## config.mk

```make
export PLATFORM = sky130hd
export DESIGN_NAME = alu_add_pipe_flat
export DESIGN_NICKNAME = d
export VERILOG_FILES = /design/src/rtl/alu_pkg.sv /design/src/rtl/alu_add_pipe_if.sv /design/src/rtl/add_slice.sv /design/src/rtl/alu_add_pipe.sv /design/src/flat_wrapper.sv
export SDC_FILE = /design/constraint.sdc
export NUM_CORES = 1
export LEC_CHECK = 0
export BUFFER_PORTS_ARGS = -buffer_cell sky130_fd_sc_hd__clkbuf_2
export CORE_UTILIZATION = 45
export CTS_BUF_LIST = sky130_fd_sc_hd__clkbuf_4
export CTS_CLUSTER_DIAMETER = 80
export DETAILED_ROUTE_END_ITERATION = 8
export GPL_ROUTABILITY_DRIVEN = 0
export GPL_TIMING_DRIVEN = 1
export REMOVE_ABC_BUFFERS = 1
export SETUP_SLACK_MARGIN = 0.3
export SKIP_LAST_GASP = 1
export SYNTH_ARGS = -nofsm -noshare
export SYNTH_HDL_FRONTEND = slang
export SYNTH_SLANG_ARGS = --single-unit
```

## constraint.sdc

```tcl
create_clock -name clk -period 5.7 [get_ports clk]
set_input_delay 1.14 -clock clk [delete_from_list [all_inputs] [get_ports clk]]
set_output_delay 1.14 -clock clk [all_outputs]
set_load 0.02 [all_outputs]
```

## src/rtl/alu_pkg.sv

```systemverilog
// Shared ALU definitions: default datapath width, add/sub opcode encoding and
// the {Cout, V, Z} flag bundle consumed by the condition-code register.
package alu_pkg;

  localparam int ALU_WIDTH = 32;

  localparam logic OP_ADD = 1'b0;
  localparam logic OP_SUB = 1'b1;

  // Field order gives the packed bundle {Cout, V, Z}.
  typedef struct packed {
    logic cout;
    logic v;
    logic z;
  } alu_flags_t;

endpackage

```

## src/rtl/alu_add_pipe_if.sv

```systemverilog
// Operand/result handshake bundle between the ALU operand muxes, the pipelined
// adder and the result register. Signal names follow the datapath (Ra/Rb/S).
interface alu_add_pipe_if
  import alu_pkg::*;
#(
  parameter int WIDTH = ALU_WIDTH
);
  logic             in_valid;
  logic             in_ready;
  logic [WIDTH-1:0] Ra;
  logic [WIDTH-1:0] Rb;
  logic             Cin;
  logic             op_sub;
  logic             out_valid;
  logic             out_ready;
  logic [WIDTH-1:0] S;
  logic             Cout;
  logic             V;
  logic             Z;

  modport master (
    output in_valid, Ra, Rb, Cin, op_sub, out_ready,
    input  in_ready, out_valid, S, Cout, V, Z
  );

  modport slave (
    input  in_valid, Ra, Rb, Cin, op_sub, out_ready,
    output in_ready, out_valid, S, Cout, V, Z
  );
endinterface

```

## src/rtl/add_slice.sv

```systemverilog
// Combinational SW-bit ripple-carry adder: one pipeline slice of alu_add_pipe.
module add_slice #(
  parameter int SW = 8
) (
  input  logic [SW-1:0] a,
  input  logic [SW-1:0] b,
  input  logic          cin,
  output logic [SW-1:0] s,
  output logic          cout
);

  logic [SW:0] c;

  // NOTE: every output of a combinational block gets a default before any
  // conditional or looped assignment, so no path can leave it unassigned and
  // infer a latch.
  always_comb begin
    c    = '0;
    s    = '0;
    c[0] = cin;
    for (int i = 0; i < SW; i++) begin
      s[i]     = a[i] ^ b[i] ^ c[i];
      c[i+1]   = (a[i] & b[i]) | (c[i] & (a[i] ^ b[i]));
    end
    cout = c[SW];
  end

endmodule

```

## src/rtl/alu_add_pipe.sv

```systemverilog
// Skewed add/subtract pipeline: one SW-bit slice resolves per stage with the
// carry registered between slices; a single global stall freezes every stage.
module alu_add_pipe
  import alu_pkg::*;
#(
  parameter int WIDTH  = ALU_WIDTH,
  parameter int STAGES = 4
) (
  input  logic           clk,
  input  logic           rst_n,
  alu_add_pipe_if.slave  bus
);

  localparam int SW   = WIDTH / STAGES;
  localparam int LAST = STAGES - 1;

  logic [STAGES-1:0]            valid_q, valid_d;
  logic [STAGES-1:0]            c_q, c_d;
  logic [STAGES-1:0][WIDTH-1:0] a_q, a_d;
  logic [STAGES-1:0][WIDTH-1:0] b_q, b_d;
  logic [STAGES-1:0][WIDTH-1:0] s_q, s_d;

  logic [STAGES-1:0][SW-1:0]    sl_a, sl_b, sl_s;
  logic [STAGES-1:0]            sl_cin, sl_cout;

  logic [WIDTH-1:0] b_in;
  logic             stall;
  alu_flags_t       flags;

  for (genvar k = 0; k < STAGES; k++) begin : g_slice
    add_slice #(.SW(SW)) u_slice (
      .a    (sl_a[k]),
      .b    (sl_b[k]),
      .cin  (sl_cin[k]),
      .s    (sl_s[k]),
      .cout (sl_cout[k])
    );
  end

  // B' is formed once at capture; op_sub is not carried down the pipe.
  always_comb begin
    b_in      = (bus.op_sub == OP_SUB) ? ~bus.Rb : bus.Rb;
    sl_a      = '0;
    sl_b      = '0;
    sl_cin    = '0;
    sl_a[0]   = bus.Ra[SW-1:0];
    sl_b[0]   = b_in[SW-1:0];
    sl_cin[0] = (bus.op_sub == OP_SUB) ? 1'b1 : bus.Cin;
    for (int k = 1; k < STAGES; k++) begin
      sl_a[k]   = a_q[k-1][k*SW +: SW];
      sl_b[k]   = b_q[k-1][k*SW +: SW];
      sl_cin[k] = c_q[k-1];
    end
  end

  // Stage k inherits the lower sums from stage k-1 and patches in slice k.
  always_comb begin
    valid_d = valid_q;
    c_d     = c_q;
    a_d     = a_q;
    b_d     = b_q;
    s_d     = s_q;
    if (!stall) begin
      valid_d[0]         = bus.in_valid;
      a_d[0]             = bus.Ra;
      b_d[0]             = b_in;
      s_d[0]             = '0;
      s_d[0][SW-1:0]     = sl_s[0];
      c_d[0]             = sl_cout[0];
      for (int k = 1; k < STAGES; k++) begin
        valid_d[k]          = valid_q[k-1];
        a_d[k]              = a_q[k-1];
        b_d[k]              = b_q[k-1];
        s_d[k]              = s_q[k-1];
        s_d[k][k*SW +: SW]  = sl_s[k];
        c_d[k]              = sl_cout[k];
      end
    end
  end

  // NOTE: sequential state uses non-blocking assignments so every stage
  // samples its predecessor's pre-edge value regardless of evaluation order.
  always_ff @(posedge clk or negedge rst_n) begin
    if (!rst_n) begin
      valid_q <= '0;
      c_q     <= '0;
      a_q     <= '0;
      b_q     <= '0;
      s_q     <= '0;
    end else begin
      valid_q <= valid_d;
      c_q     <= c_d;
      a_q     <= a_d;
      b_q     <= b_d;
      s_q     <= s_d;
    end
  end

  // Z is qualified by valid so the cleared datapath does not read as zero.
  always_comb begin
    stall         = valid_q[LAST] && !bus.out_ready;
    flags.cout    = c_q[LAST];
    flags.v       = (a_q[LAST][WIDTH-1] == b_q[LAST][WIDTH-1]) &&
                    (s_q[LAST][WIDTH-1] != a_q[LAST][WIDTH-1]);
    flags.z       = valid_q[LAST] && (s_q[LAST] == '0);
    bus.in_ready  = !stall;
    bus.out_valid = valid_q[LAST];
    bus.S         = s_q[LAST];
    {bus.Cout, bus.V, bus.Z} = flags;
  end

endmodule
```

## src/flat_wrapper.sv

```systemverilog
// flat-port wrapper written by rule: the top's interface ports become plain ports
module alu_add_pipe_flat import alu_pkg::*;
#(
  parameter int WIDTH  = ALU_WIDTH,
  parameter int STAGES = 4
)
  (clk, rst_n, bus_in_valid, bus_Ra, bus_Rb, bus_Cin, bus_op_sub, bus_out_ready, bus_in_ready, bus_out_valid, bus_S, bus_Cout, bus_V, bus_Z);
  alu_add_pipe_if #(.WIDTH(WIDTH)) bus_i ();
  input  logic clk;
  input  logic rst_n;
  input wire logic [$bits(bus_i.in_valid)-1:0] bus_in_valid;
  input wire logic [$bits(bus_i.Ra)-1:0] bus_Ra;
  input wire logic [$bits(bus_i.Rb)-1:0] bus_Rb;
  input wire logic [$bits(bus_i.Cin)-1:0] bus_Cin;
  input wire logic [$bits(bus_i.op_sub)-1:0] bus_op_sub;
  input wire logic [$bits(bus_i.out_ready)-1:0] bus_out_ready;
  output wire logic [$bits(bus_i.in_ready)-1:0] bus_in_ready;
  output wire logic [$bits(bus_i.out_valid)-1:0] bus_out_valid;
  output wire logic [$bits(bus_i.S)-1:0] bus_S;
  output wire logic [$bits(bus_i.Cout)-1:0] bus_Cout;
  output wire logic [$bits(bus_i.V)-1:0] bus_V;
  output wire logic [$bits(bus_i.Z)-1:0] bus_Z;
  assign bus_i.in_valid = bus_in_valid;
  assign bus_i.Ra = bus_Ra;
  assign bus_i.Rb = bus_Rb;
  assign bus_i.Cin = bus_Cin;
  assign bus_i.op_sub = bus_op_sub;
  assign bus_i.out_ready = bus_out_ready;
  assign bus_in_ready = bus_i.in_ready;
  assign bus_out_valid = bus_i.out_valid;
  assign bus_S = bus_i.S;
  assign bus_Cout = bus_i.Cout;
  assign bus_V = bus_i.V;
  assign bus_Z = bus_i.Z;
  alu_add_pipe #(.WIDTH(WIDTH), .STAGES(STAGES)) u_core (.clk(clk), .rst_n(rst_n), .bus(bus_i));
endmodule
```

### After elaboration in Yosys (flattened, before gate mapping)

Cells that the tools add are included.

| operators by class | value |
|---|---|
| add/sub/neg operators | 0 |
| $mul | 0 |
| divide/modulo/power cells | 0 |
| order comparisons | 0 |
| eq/ne operators | 2 |
| shift-type cells | 0 |
| mux-type cells | 2 |
| bitwise operators | 161 |
| reduce and logical (&&, ||, !) cells | 6 |

Operators by type and width:

| cell | count |
|---|---|
| $and A1 B1 Y1 | 64 |
| $xor A1 B1 Y1 | 64 |
| $logic_not A32 Y1 | 1 |
| $mux W32 | 1 |
| $not A32 Y32 | 1 |
| $or A1 B1 Y1 | 32 |
| $logic_and A1 B1 Y1 | 3 |
| $logic_not A1 Y1 | 2 |
| $eq A1 B1 Y1 | 1 |
| $mux W1 | 1 |
| $ne A1 B1 Y1 | 1 |

| word-level totals | value |
|---|---|
| flip-flop bits (word level) | 344 |
| latch bits | 0 |
| RAM bits | 0 |
| bits in read-only memories | 0 |
| input port bits | 70 |
| output and inout bits | 37 |
| logic and storage cells | 185 |
| memories | 0 |

### Logic depth before layout (Yosys ltp)

| depth | value |
|---|---|
| word-level depth | 19 |
| gate-level depth with buffers | 15 |

### By module

From an unflattened synthesis, not the netlist that was laid out.

| unflattened totals | value |
|---|---|
| cell total of the unflattened synthesis | 917 |
| area total of the unflattened synthesis | 8356.8 um^2 |

Modules (own cells, without submodules):

| module | times used | cells each | area an instance (um^2) | sequential area each (um^2) |
|---|---|---|---|---|
| alu_add_pipe | 1 | 845 | 7566.0 | 4654.5 |
| add_slice | 4 | 18 | 197.7 | 0.0 |

### Least setup slack after synthesis

Ideal clock, no wire load.

| path | value |
|---|---|
| kind | input to register |
| from | input port bus_op_sub |
| to | register u_core.s_q[7] (netlist bit) |
| data arrival time | 4.817 ns |
| data required time | 5.575 ns |
| path slack | 0.758 ns |
| cell stages on the path | 15 |
| path buffers | 2 |
| cells stage by stage | buf_2 -> buf_4 -> xnor2_1 -> fa_1 -> inv_1 -> fa_1 -> inv_1 -> fa_1 -> fa_1 -> fa_1 -> fa_1 -> fa_1 -> inv_1 -> fa_1 -> mux2_4 |

| between the ends | value |
|---|---|
| word-level cells in the longest chain between the ends | 17 |

RTL lines:

| item | RTL line | RTL |
|---|---|---|
| start: declaration | flat_wrapper.sv:15 | `input wire logic [$bits(bus_i.op_sub)-1:0] bus_op_sub;` |
| $mux W32 | alu_add_pipe.sv:42 | `b_in = (bus.op_sub == OP_SUB) ? ~bus.Rb : bus.Rb;` |
| $xor A1 B1 Y1 | add_slice.sv:23 | `c[i+1] = (a[i] & b[i]) \| (c[i] & (a[i] ^ b[i]));` |
| $and A1 B1 Y1 | add_slice.sv:23 |  |
| $or A1 B1 Y1 | add_slice.sv:23 |  |
| $and A1 B1 Y1 | add_slice.sv:23 |  |
| $or A1 B1 Y1 | add_slice.sv:23 |  |
| $and A1 B1 Y1 | add_slice.sv:23 |  |
| $or A1 B1 Y1 | add_slice.sv:23 |  |
| (+2 left out) | -- |  |
| $and A1 B1 Y1 | add_slice.sv:23 |  |
| $or A1 B1 Y1 | add_slice.sv:23 |  |
| $and A1 B1 Y1 | add_slice.sv:23 |  |
| $or A1 B1 Y1 | add_slice.sv:23 |  |
| $and A1 B1 Y1 | add_slice.sv:23 |  |
| $or A1 B1 Y1 | add_slice.sv:23 |  |
| $xor A1 B1 Y1 (*) | add_slice.sv:22 | `s[i] = a[i] ^ b[i] ^ c[i];` |
| net u_core.g_slice[0].u_slice.s[7] | add_slice.sv:8 | `output logic [SW-1:0] s,` |
| end signal: assignment | alu_add_pipe.sv:89 | `s_q <= '0;` |
| end signal: assignment | alu_add_pipe.sv:95 | `s_q <= s_d;` |
| end: declaration | alu_add_pipe.sv:21 | `logic [STAGES-1:0][WIDTH-1:0] s_q, s_d;` |

The timed path passes the listed nets; every way through them passes the cells marked *.
A chain may end at the register's enable or synchronous reset.

### Worst setup path after layout

Same ends and word-level chain as after synthesis.

==> results by group <==
Run status
  – Status: finished clean

CTS
  – CTS Hold Buffers Added: 0
  – Post-CTS Resized: 0
  – H-Tree Depth: 4
  – Insertion delay to the later sink of the worst-skew pair: 0.54 ns
  – CTS max path bufs: 2
  – Clk sinks: 186
  – Post-CTS setup buffer count: 0
  – Clock transition at the registers of the reported paths: 0.14 ns
  – Clock root buffer: clkbuf_4
  – Num CTS Buffers: 17
  – CTS tree: yes

Synth
  – Synth Area in Compound Gates: 3.18%
  – Post-Synth Simple-Gate Area: 3.32%
  – Post-Synthesis Cells: 595
  – Xor and xnor area share after synthesis: 3.18%
  – Top post-synthesis cells by area: dfrtp_1 (53%), mux2_4 (23%), fa_1 (7.3%)
  – Flops & latches, synth: 186
  – Synth Warn #: 0
  – Leading area contributor after synthesis: dfrtp_1
  – Post-Synth Adder-Cell Area: 7.26%
  – Post-Syn Area: 8820 µm²
  – Avg Cell Area, Syn: 14.8 µm²
  – Distinct cells, synth: 24
  – Post-synthesis sequential area ratio: 52.8%
  – Synth top area share: 52.8%
  – Largest family of logic cells by synthesized area: multiplexers
  – Mux cell area share after synthesis: 23.2%

Cells and area
  – Finished Cell Area: 9510 µm²
  – Filler cells: 1,670
  – Sequential Area: 4650 µm²
  – Share of layout cells above drive strength 1: 42.6%
  – Area of the multi-input gates: 3540 µm²
  – Nets@finish: 767
  – Area Overhead vs Synth: 7.82%
  – Most frequent cells in the layout: dfrtp_1 (186), mux2_4 (136), clkbuf_2 (105)
  – Commonest non-fill, non-tap cell in the layout: dfrtp_1
  – Diode count: 0

Power and ir drop
  – Internal power: 3.47 mW
  – Pwr/cell area: 549 nW/µm²
  – Leak pwr: 4.62 nW
  – Worst vdd ir: 299 µV
  – Combinational Power Share: 41.9%
  – Clock power share: 13.5%
  – NetSw: 1.75 mW
  – Reg power frac: 44.6%
  – Sw frac: 33.6%

Global routing
  – All-Layer GR Usage: 15.7%
  – Grt total ovfl: 0
  – First-pass GRT wire length: 24,300 µm
  – Vias in the first global route: 4,609
  – Initial antenna violation count: 1
  – Largest net degree at the start of global routing: 96

Die
  – Die area: 20,200 µm²
  – Die span in y: 142 µm
  – Initial Util: 46.5%
  – I/O pin cnt: 107
  – Rows: 50
  – Placeable Area: 19,000 µm²
  – Die width: 142 µm

Job
  – MaxCap Viol Count: 0

Placed design
  – I/O Buffers: 106
  – HPWL after DPL: 10,000 µm
  – DP Area: 9230 µm²

Critical path
  – WP data arrival: 4.78 ns
  – CP Launch Type: input port
  – Critical Path Sink Type: register
  – FF-to-FF setup slack: 1.53 ns
  – Crit path kind: input port to register
  – CP max FO: 5
  – FF-to-FF path depth: 12
  – WP data required: 6.14 ns

Routing
  – Via Count: 4,382
  – Initial DRC count: 196
  – Post-route DRC: 0
  – WL final: 14,400 µm
  – Avg WL per Cell: 15.3 µm
  – Post-DRT Antenna Nets: 0
  – Via density: 4.67
  – DRT Pass-1 Iters: 4

STA
  – Fin. Hold Viols: 0
  – Crit share post-route: 76.1%
  – Relative slew slack: 44.3%
  – Crit path time final: 4.34 ns
  – Finish-stage setup viols: 0
  – Setup tns final: 0 ns
  – Fmax: 0.231 GHz
  – Slew at the pin closest to its max-slew limit: 0.836 ns
  – Setup Skew: 0.0175 ns
  – Slew Limit Fails: 0
  – RSZ-0062 raised after global routing: no

Min path
  – Hold path depth: 1
  – Hold Path Class: register to register
## final timing paths
check / startpoint / endpoint
setup / recovery: bus_op_sub / u_core.s_q[7]$_DFFE_PN0N_
hold / removal: u_core.valid_q[2]$_DFFE_PN0N_ / u_core.valid_q[3]$_DFFE_PN0N_
setup reg to reg: u_core.c_q[0]$_DFFE_PN0N_ / u_core.s_q[47]$_DFFE_PN0N_
hold reg to reg: u_core.valid_q[2]$_DFFE_PN0N_ / u_core.valid_q[3]$_DFFE_PN0N_
max in group asynchronous: rst_n / u_core.b_q[28]$_DFFE_PN0N_
min in group asynchronous: rst_n / u_core.a_q[12]$_DFFE_PN0N_
## routing by layer
metal	vias to the layer above	wire length [µm]	GRT usage, %
met2	73	6860	24.0
li1	2082	-	-
met1	2218	6830	22.2
met4	2	100	3.90
met5	-	17	0
met3	7	584	4.34
## flip-flops by register name, indices dropped and copies added (netlist names)
register        count
u_core.c_q          4
u_core.bus.S       32
u_core.a_q         49
u_core.valid_q      4
u_core.b_q         49
u_core.s_q         48
## kinds of logic after synthesis
family                   after synthesis
AO/OA/AOI/OAI                         50
XOR/XNOR                              32
adder cells (fa/ha/maj)               32
buffers and inverters                 92
flip-flops                           186
multiplexers                         136
AND/OR/NAND/NOR                       67
## through the flow
step	power, mW	instances	hold slack [ns]	setup WS [ns]	util [%]
floorplan	4.08	533	0.435	1.09	-
global placement	4.51	906	0.451	0.776	48.7
detailed placement	4.59	906	0.474	0.727	48.7
CTS	5.31	938	0.499	1.37	50.2
global route	5.63	938	0.520	1.21	50.2
finish	5.22	938	0.494	1.36	50.2
## cell usage after synthesis
cell type  count
nand4_1        2
o21ai_0       11
nand2_1       14
buf_4         33
nand2b_4       1
a21oi_1       29
nor2_1        40
clkbuf_1       1
xnor2_1       28
dfrtp_1      186
nor3_1         1
nand2b_1       1
inv_1         30
a21oi_2        8
buf_6         19
mux2_4       136
nor4_1         6
buf_2          7
o21ai_1        2
clkbuf_4       2
nor4b_1        1
xor2_1         4
fa_1          32
or3_1          1
## critical path, cell delays in order
cell,delay [ns]
clkbuf_2,0.16
xnor2_1,0.18
fa_1,0.39
inv_1,0.07
fa_1,0.15
inv_1,0.05
fa_1,0.37
fa_1,0.39
fa_1,0.39
fa_1,0.39
fa_1,0.37
inv_1,0.07
fa_1,0.40
mux2_4,0.26
## area by class of cell
cell class                 instances  area share [%]
sequential                       186            49.0
multi-input combinational        317            37.2
timing repair buffer             113            6.36
tap                              260            3.42
clock buffer                      20            1.58
clock inverter                    12            1.32
inverter                          30            1.18
## power by group through the flow
stage          Sequential (mW)  Clock (mW)  Combinational, mW
2_1_floorplan             2.39           0               1.69
3_5_place_dp              2.36           0               2.23
5_1_grt                   2.41       0.786               2.43
3_3_place_gp              2.34           0               2.17
4_1_cts                   2.34       0.733               2.24
6_report                  2.33       0.707               2.19
No activity file was read; power rests on OpenSTA's default activity.
